**config.mk**
```make
export PLATFORM = sky130hd
export DESIGN_NAME = sram_access_ctrl
export DESIGN_NICKNAME = d
export VERILOG_FILES = /design/src/rtl/sram_access_ctrl.sv
export SDC_FILE = /design/constraint.sdc
export NUM_CORES = 1
export LEC_CHECK = 0
export BUFFER_PORTS_ARGS = -buffer_cell sky130_fd_sc_hd__buf_2
export CELL_PAD_IN_SITES_DETAIL_PLACEMENT = 1
export CELL_PAD_IN_SITES_GLOBAL_PLACEMENT = 2
export CORE_MARGIN = 2
export CORE_UTILIZATION = 33
export DETAILED_ROUTE_END_ITERATION = 8
export GPL_TIMING_DRIVEN = 0
export PLACE_DENSITY = 0.87
export SLEW_MARGIN = 20
export SYNTH_ARGS = -nofsm -noshare
export SYNTH_HDL_FRONTEND = slang
export SYNTH_SLANG_ARGS = --single-unit
```
**constraint.sdc**
```tcl
create_clock -name clk -period 5.34 [get_ports clk]
set_clock_uncertainty 0.15 [all_clocks]
set_input_delay 0.534 -clock clk [delete_from_list [all_inputs] [get_ports clk]]
set_output_delay 0.534 -clock clk [all_outputs]
set_load 0.03 [all_outputs]
```
**src/rtl/sram_access_ctrl.sv**
```systemverilog
// rtl/sram_access_ctrl.sv - host-to-SRAM sequencer with aspect-ratio mapping and read-modify-write
module sram_access_ctrl (
    input  logic        clk,
    input  logic        rst,
    input  logic [2:0]  conf,
    input  logic        req_valid,
    output logic        req_ready,
    input  logic        req_we,
    input  logic [14:0] req_addr,
    input  logic [31:0] req_wdata,
    output logic        rsp_valid,
    input  logic        rsp_ready,
    output logic [31:0] rsp_data,
    output logic        mem_en,
    output logic        mem_we,
    output logic [9:0]  mem_addr,
    output logic [31:0] mem_wdata,
    input  logic [31:0] mem_rdata
);

    typedef enum logic [2:0] {
        S_IDLE,
        S_RD,
        S_CAP,
        S_WR,
        S_RSP
    } state_t;

    state_t state, state_nxt;

    // Request-side decode: unused encodings fall back to the full-width mapping
    logic [2:0]  conf_eff;
    logic [14:0] addr_shr;
    logic [4:0]  lane_in;
    logic        accept;

    assign conf_eff = (conf > 3'd5) ? 3'd0 : conf;
    assign addr_shr = req_addr >> conf_eff;
    assign lane_in  = req_addr[4:0] & 5'((6'd1 << conf_eff) - 6'd1);
    assign accept   = (state == S_IDLE) && req_valid;

    // Latched operation context for the in-flight request
    logic [2:0]  c_q;
    logic        we_q;
    logic [9:0]  row_q;
    logic [4:0]  lane_q;
    logic [31:0] wdata_q;
    logic [31:0] merge_q;

    // Lane geometry derived from the latched width
    logic [5:0]  width;
    logic [31:0] lane_mask;
    logic [4:0]  shamt;
    logic [4:0]  wrap;
    logic [31:0] lane_val;
    logic [31:0] merged;
    logic [31:0] rep;

    assign width     = 6'd32 >> c_q;
    assign lane_mask = 32'hFFFF_FFFF >> (6'd32 - width);
    assign shamt     = 5'(lane_q << (3'd5 - c_q));
    assign wrap      = 5'(width - 6'd1);
    assign lane_val  = (mem_rdata >> shamt) & lane_mask;
    assign merged    = (mem_rdata & ~(lane_mask << shamt)) | ((wdata_q & lane_mask) << shamt);

    // Replicate the right-justified lane across the whole word
    always_comb begin
        rep = '0;
        for (int i = 0; i < 32; i++) begin
            rep[i] = lane_val[5'(i) & wrap];
        end
    end

    // State register
    always_ff @(posedge clk or posedge rst) begin
        if (rst) begin
            state <= S_IDLE;
        end else begin
            state <= state_nxt;
        end
    end

    // Capture request context at accept so later conf changes cannot disturb it
    always_ff @(posedge clk or posedge rst) begin
        if (rst) begin
            c_q     <= 3'd0;
            we_q    <= 1'b0;
            row_q   <= 10'd0;
            lane_q  <= 5'd0;
            wdata_q <= 32'd0;
        end else if (accept) begin
            c_q     <= conf_eff;
            we_q    <= req_we;
            row_q   <= addr_shr[9:0];
            lane_q  <= lane_in;
            wdata_q <= req_wdata;
        end
    end

    // Read data lands in CAP: either becomes the response or the merged write word
    always_ff @(posedge clk or posedge rst) begin
        if (rst) begin
            rsp_data <= 32'd0;
            merge_q  <= 32'd0;
        end else if (state == S_CAP) begin
            if (we_q) begin
                merge_q <= merged;
            end else begin
                rsp_data <= rep;
            end
        end
    end

    // Next-state and macro/handshake outputs
    always_comb begin
        state_nxt = state;
        req_ready = 1'b0;
        rsp_valid = 1'b0;
        mem_en    = 1'b0;
        mem_we    = 1'b0;
        mem_addr  = 10'd0;
        mem_wdata = 32'd0;
        case (state)
            S_IDLE: begin
                req_ready = 1'b1;
                if (req_valid) begin
                    state_nxt = (req_we && (conf_eff == 3'd0)) ? S_WR : S_RD;
                end
            end
            S_RD: begin
                mem_en    = 1'b1;
                mem_addr  = row_q;
                state_nxt = S_CAP;
            end
            S_CAP: begin
                state_nxt = we_q ? S_WR : S_RSP;
            end
            S_WR: begin
                mem_en    = 1'b1;
                mem_we    = 1'b1;
                mem_addr  = row_q;
                mem_wdata = (c_q == 3'd0) ? wdata_q : merge_q;
                state_nxt = S_IDLE;
            end
            S_RSP: begin
                rsp_valid = 1'b1;
                if (rsp_ready) begin
                    state_nxt = S_IDLE;
                end
            end
            default: begin
                state_nxt = S_IDLE;
            end
        endcase
    end

endmodule

```
Word-level counts from Yosys, hierarchy flattened
Cells that the tools add are included.
- $add $sub $neg: 4
- order comparisons: 32
- equal/unequal tests: 6
- shifts and indexed selects: 8
- multiplexer cells: 75
- bitwise gates (word level): 7
- reductions and logical operators: 9
- operators by type and width (operator ; count):
    $and 32x32->32 ; 3
    $lt 5x6->1 const B ; 16
    $mux 32 ; 2
    $shl 32x5->32 ; 2
    $lt 4x6->1 const B ; 8
    $mux 1 ; 40
    $not 32->32 ; 1
    $or 32x32->32 ; 1
    $shr 32x5->32 ; 1
    $shr 32x6->32 const A ; 1
    $bmux 1 s3 ; 10
    $lt 3x6->1 const B ; 4
    $bmux 1 s2 ; 10
    $bmux 1 s4 ; 5
    $shr 15x3->10 ; 1
    $lt 2x6->1 const B ; 2
    $mux 3 ; 4
    $pmux 3 s4 ; 1
    $mux 10 ; 1
    $sub 5x1->5 const B ; 2
    $logic_not 3->1 ; 3
    $eq 3x2->1 const B ; 2
    $lt 1x6->1 const B ; 1
    $reduce_and 2->1 ; 3
    other kinds (15) ; 17
- bits in registers: 118
- bits of input ports: 87
- output and inout port bits: 78
- word-level logic and storage cells: 149

Logic depth before layout (Yosys ltp)
- depth in word-level cells: 7
- gate-level depth with buffers: 19

Least setup slack after synthesis
OpenSTA, ideal clock, no wires.
- path kind: register -> register
- from: reg c_q[1]
- to: reg merge_q[14]
- data arrival time: 3821 ps
- setup slack: 1245 ps
- cell stages (with the launch flop): 19
- buffers on the path: 5
- period minus slack after synthesis: 4095 ps
- path through: dfrtp_1 buf_2 inv_1 ha_1 buf_2 clkinv_1 buf_1 ha_1 clkbuf_1 and2_1 clkbuf_1 a21oi_1 a21oi_1 a21oi_1 mux2_2 a21oi_1 o21ai_0 o21ai_0 mux2_2
- cells in the longest elaborated chain, start to end: 7
- elaborated cells on any way between the ends: 11
- classes of those cells: 2 x add/sub; 5 x shift; 4 x bitwise
- ends and longest elaborated chain (item ; line ; source):
    from (decl) ; 43 ; logic [2:0] c_q;
    from (signal assigned) ; 92 ; c_q <= conf_eff;
    $shr 6x3->6 ; 59 ; assign width = 6'd32 >> c_q;
    $sub 6x6->6 ; 60 ; assign lane_mask = 32'hFFFF_FFFF >> (6'd32 - width);
    $shr 32x6->32 ; 60 ;
    $shl 32x5->32 ; 64 ; assign merged = (mem_rdata & ~(lane_mask << shamt)) | ((wdata_q & lane_mask) << shamt);
    $not 32->32 ; 64 ;
    $and 32x32->32 ; 64 ;
    $or 32x32->32 (*) ; 64 ;
    to (signal assigned) ; 107 ; merge_q <= merged;
    to (decl) ; 48 ; logic [31:0] merge_q;
Every way passes the cells marked *; elsewhere a longest branch is shown, timed or not.
A chain may end at the register's enable or synchronous reset.

Worst setup path in the final report
- from: reg c_q[1]
- to: reg rsp_data[30]
- cells in the longest elaborated chain, start to end: 6
- elaborated cells on any way between the ends: 10
- classes of those cells: 3 x add/sub; 4 x shift; 2 x mux; 1 x bitwise
- ends and longest elaborated chain (item ; line ; source):
    $shr 6x3->6 or $sub 3x3->3 (tied branches) ; 59, 61 ;
    $sub 6x6->6 or $shl 5x3->5 (tied branches) ; 60, 61 ;
    $shr 32x6->32 or $shr 32x5->32 (tied branches) ; 60, 63 ;
    $and 32x32->32 ; 63 ; assign lane_val = (mem_rdata >> shamt) & lane_mask;
    $bmux 1 s4 (*) ; 70 ; rep[i] = lane_val[5'(i) & wrap];
    $mux 1 (not written as such) (*) ; 70 ;
    to (signal assigned) ; 109 ; rsp_data <= rep;
    to (decl) ; 13 ; output logic [31:0] rsp_data,
Every way passes the cells marked *; elsewhere a longest branch is shown, timed or not. The select of a mux whose other input is x is not followed.

==> impl_results.md <==
* Die ar. at 36700 µm²
* Seq/Total Area, Yosys at 0.254
* Avg Cell Area, Syn at 7.04 µm²
* Combinational Power Share at 0.753
* Worst skew pair latency at 0.46 ns
* Die H at 192 µm
* Synthesis Warnings at 0
* CP arrival at 5.45 ns
* EDFF count, synth at 0
* Final worst slack at 0.0931 ns
* Placed cell areas at between 10000 and 15000 µm²
* Switching share of power at 0.617
* Synth Cell Area at approximately 12000 µm²
* Reg power frac at 0.148
* Startpoint types: flip-flop
* Antenna-violating nets left at 0
* Async S/R FF share, synth at 1.00
* Share of cells above drive strength 1 at 0.172
* First-pass GRT wire length at 99.4 mm
* Max Fanout on Critical Path at 10
* Peak VDD IR at 358 µV
* Buffer depth of the longest clock path at 2
* Synth area leader: dfrtp_1
* Drt drc at 0
* Clock power share at 0.099
* Commonest non-fill, non-tap cell in the layout: nand2_1
* RSZ-0062 raised after global routing: false
* P_leak at around 6 nW
* Period minus WS final at between 5 and 6 ns
* Final Hold Fails at 0
* H-tree levels at 4
* Max-slew violations at 0
* Post-Route WL at 68.7 mm
* Pin count of the biggest net entering global routing at slightly above 70
* Initial core utilization at 0.336
* CP Capture Type: flip-flop
* Critical Path RT at 5.54 ns
* Root Buffer: clkbuf_16
* Rows at 68
* I/O pins at 165
* Syn nets at 1745
* Fin nets at between 1500 and 2000
* Wire length per cell at 29.9 µm
* CTS Buf Count at 17
* Post-Syn Instances at 1651
* Final setup vio count at 0
* TritonCTS clock tree: built
* P&R area growth vs syn at 18.5%
* P_int at 4.60 mW
* Final cycle utilization of the critical path at 0.983
* TritonRoute pass-1 iters at 6
* Max-Cap Viols at 0
* P_sw at about 7.4 mW
* DP Worst Slack at -0.759 ns
* GPL Wtd Cong at 0.992
* Initial antenna violation count at 4
* Post-CTS setup buffers at 0
* Post-synth top flop: dfrtp_1
* GRT Resource Usage Total at 0.374
* Status: complete, no violations
* Finished Cell Area at 13800 µm²
* Top cells by area, synth: dfrtp_1, nand2_1, mux2i_1, a21oi_1, o21ai_0
* Synth top area share at 0.254
* Inst Count DP at 2267
* Dpl hpwl at 55.5 mm
* Vias in the first global route at 14500
* Final Core Density at 0.398
* Class of the worst hold path: input pin to flip-flop
* Port Buffers at 158
* #FFs+latches synth at 118
* Worst slew pin tran at around 1.2 ns
* Die width at 192 µm
* Final std cells w/o fill at 2300
* Fmax at 0.191 GHz
* Setup CP Type: flip-flop to flip-flop
* CTS clock-pin slew for the worst setup and hold paths at 0.07 ns
* Clock sink count at 118
* Vias/cell at between 6 and 7
* Power per cell area at about 870 nW/µm²
* Library cells used by synthesis at between 80 and 90
* Via count at 14700
* Detailed Route Iter0 Violations at 1578
* Core ar. at 34600 µm²
* Normalized max-slew margin at 0.193
* Remaining Overflow, GRT at 0
* Most frequent cells in the layout: nand2_1, buf_2, nor2_1
-- state kept, by name, summed over array words and instances (netlist names) --
register	count
row_q	10
wdata_q	32
c_q	3
state	3
merge_q	32
we_q	1
rsp_data	32
lane_q	5
-- area by class of cell --
type                    instances  area, µm²
diodes                          3       7.51
plain buffers                 149        676
clock buffers                  19        433
clock inverters                13        148
fillers                      4440      20900
inverters                      26        104
multi-input cells            1355       8040
flip-flops and latches        118       2950
well taps                     455        569
repair buffers                162        843
-- cell usage after synthesis, types with 7 or more instances --
cell type  number
a2111oi_0       9
a211oi_1       39
a21oi_1       139
a221o_1        11
a221oi_1       19
a22o_1          7
a22oi_1        11
a31oi_1        31
and2_1         18
and3_1         12
buf_1          16
buf_2          37
buf_4           8
clkbuf_1       87
dfrtp_1       118
ha_1            7
inv_1          24
mux2_2         16
mux2i_1        86
nand2_1       377
nand2b_1        9
nand3_1        45
nand4_1         7
nor2_1        141
nor2b_1        11
nor3_1         33
o2111ai_1       7
o211ai_1       32
o21ai_0       126
o221ai_1       14
o22ai_1        14
o31ai_1        12
or3_1           7
-- power by group through the flow --
stage | logic (mW) | clock network [mW] | registers [mW]
after floorplan | 5.24 | 0 | 1.77
after global placement | 8.49 | 0 | 1.74
after detailed placement | 8.53 | 0 | 1.76
after CTS | 8.65 | 1.20 | 1.75
after global routing | 9.52 | 1.25 | 1.82
final | 9.04 | 1.19 | 1.78
-- metal layers --
metal / GRT usage / part of all wire
met1: 0.507 / 0.43
met2: 0.571 / 0.43
met3: 0.0773 / 0.087
met4: 0.165 / 0.048
met5: 0 / 0.00019
-- kinds of logic (layout without fill, tap and decap cells) --
logic type | after synthesis | after routing | share of synthesized area
AO/OA/AOI/OAI | 541 | 541 | 0.306
XOR/XNOR | 6 | 6 | 0.00452
adder cells (fa/ha/maj) | 7 | 7 | 0.00754
buffers and inverters | 178 | 369 | 0.0666
flip-flops | 118 | 118 | 0.254
multiplexers | 110 | 110 | 0.104
other | 0 | 3 | 0
AND/OR/NAND/NOR | 691 | 691 | 0.257
-- critical path: stages (launching register included) --
cell and delay, ns:
dfrtp_1 0.40, buf_2 0.25, inv_1 0.23, ha_1 0.40, buf_2 0.35, clkinv_2 0.32
a221o_1 0.48, o32ai_1 0.84, mux2i_1 0.35, and2_1 0.32, a21boi_0 0.50, a22o_1 0.27
a221oi_1 0.09, a22o_1 0.21
-- repair_timing --
item / CTS / global route
gates cloned: 0 / 0
endpoints found under the hold margin: 23 / 0
hold buffers: 1 / 0
setup endpoints to repair: 38 / 38
gates resized for setup: 14 / 23
-- worst paths after layout --
check / slack, ns / startpoint / cells past startpoint / end
worst max-delay path: 0.09 / c_q[1]$_DFFE_PP0P_ / 13 / rsp_data[30]$_DFFE_PP0P_
worst min-delay path: 0.11 / req_wdata[28] / 3 / wdata_q[28]$_DFFE_PP0P_
worst max register to register: 0.09 / c_q[1]$_DFFE_PP0P_ / 13 / rsp_data[30]$_DFFE_PP0P_
worst min register to register: 0.32 / rsp_data[14]$_DFFE_PP0P_ / 1 / rsp_data[14]$_DFFE_PP0P_
max in group asynchronous: 3.77 / rst / 4 / merge_q[11]$_DFFE_PP0P_
min in group asynchronous: 0.50 / rst / 3 / rsp_data[21]$_DFFE_PP0P_
-- stage by stage --
stage,power (mW),setup TNS [ns],hold slack [ns]
finish,12.0,0,0.115
global route,12.6,0,0.122
CTS,11.6,-0.165,0.106
detailed placement,10.3,-15.08,0.314
global placement,10.2,-26.02,0.305
floorplan,7.01,0,0.292
Note: power is estimated with default switching activity, not from simulation.
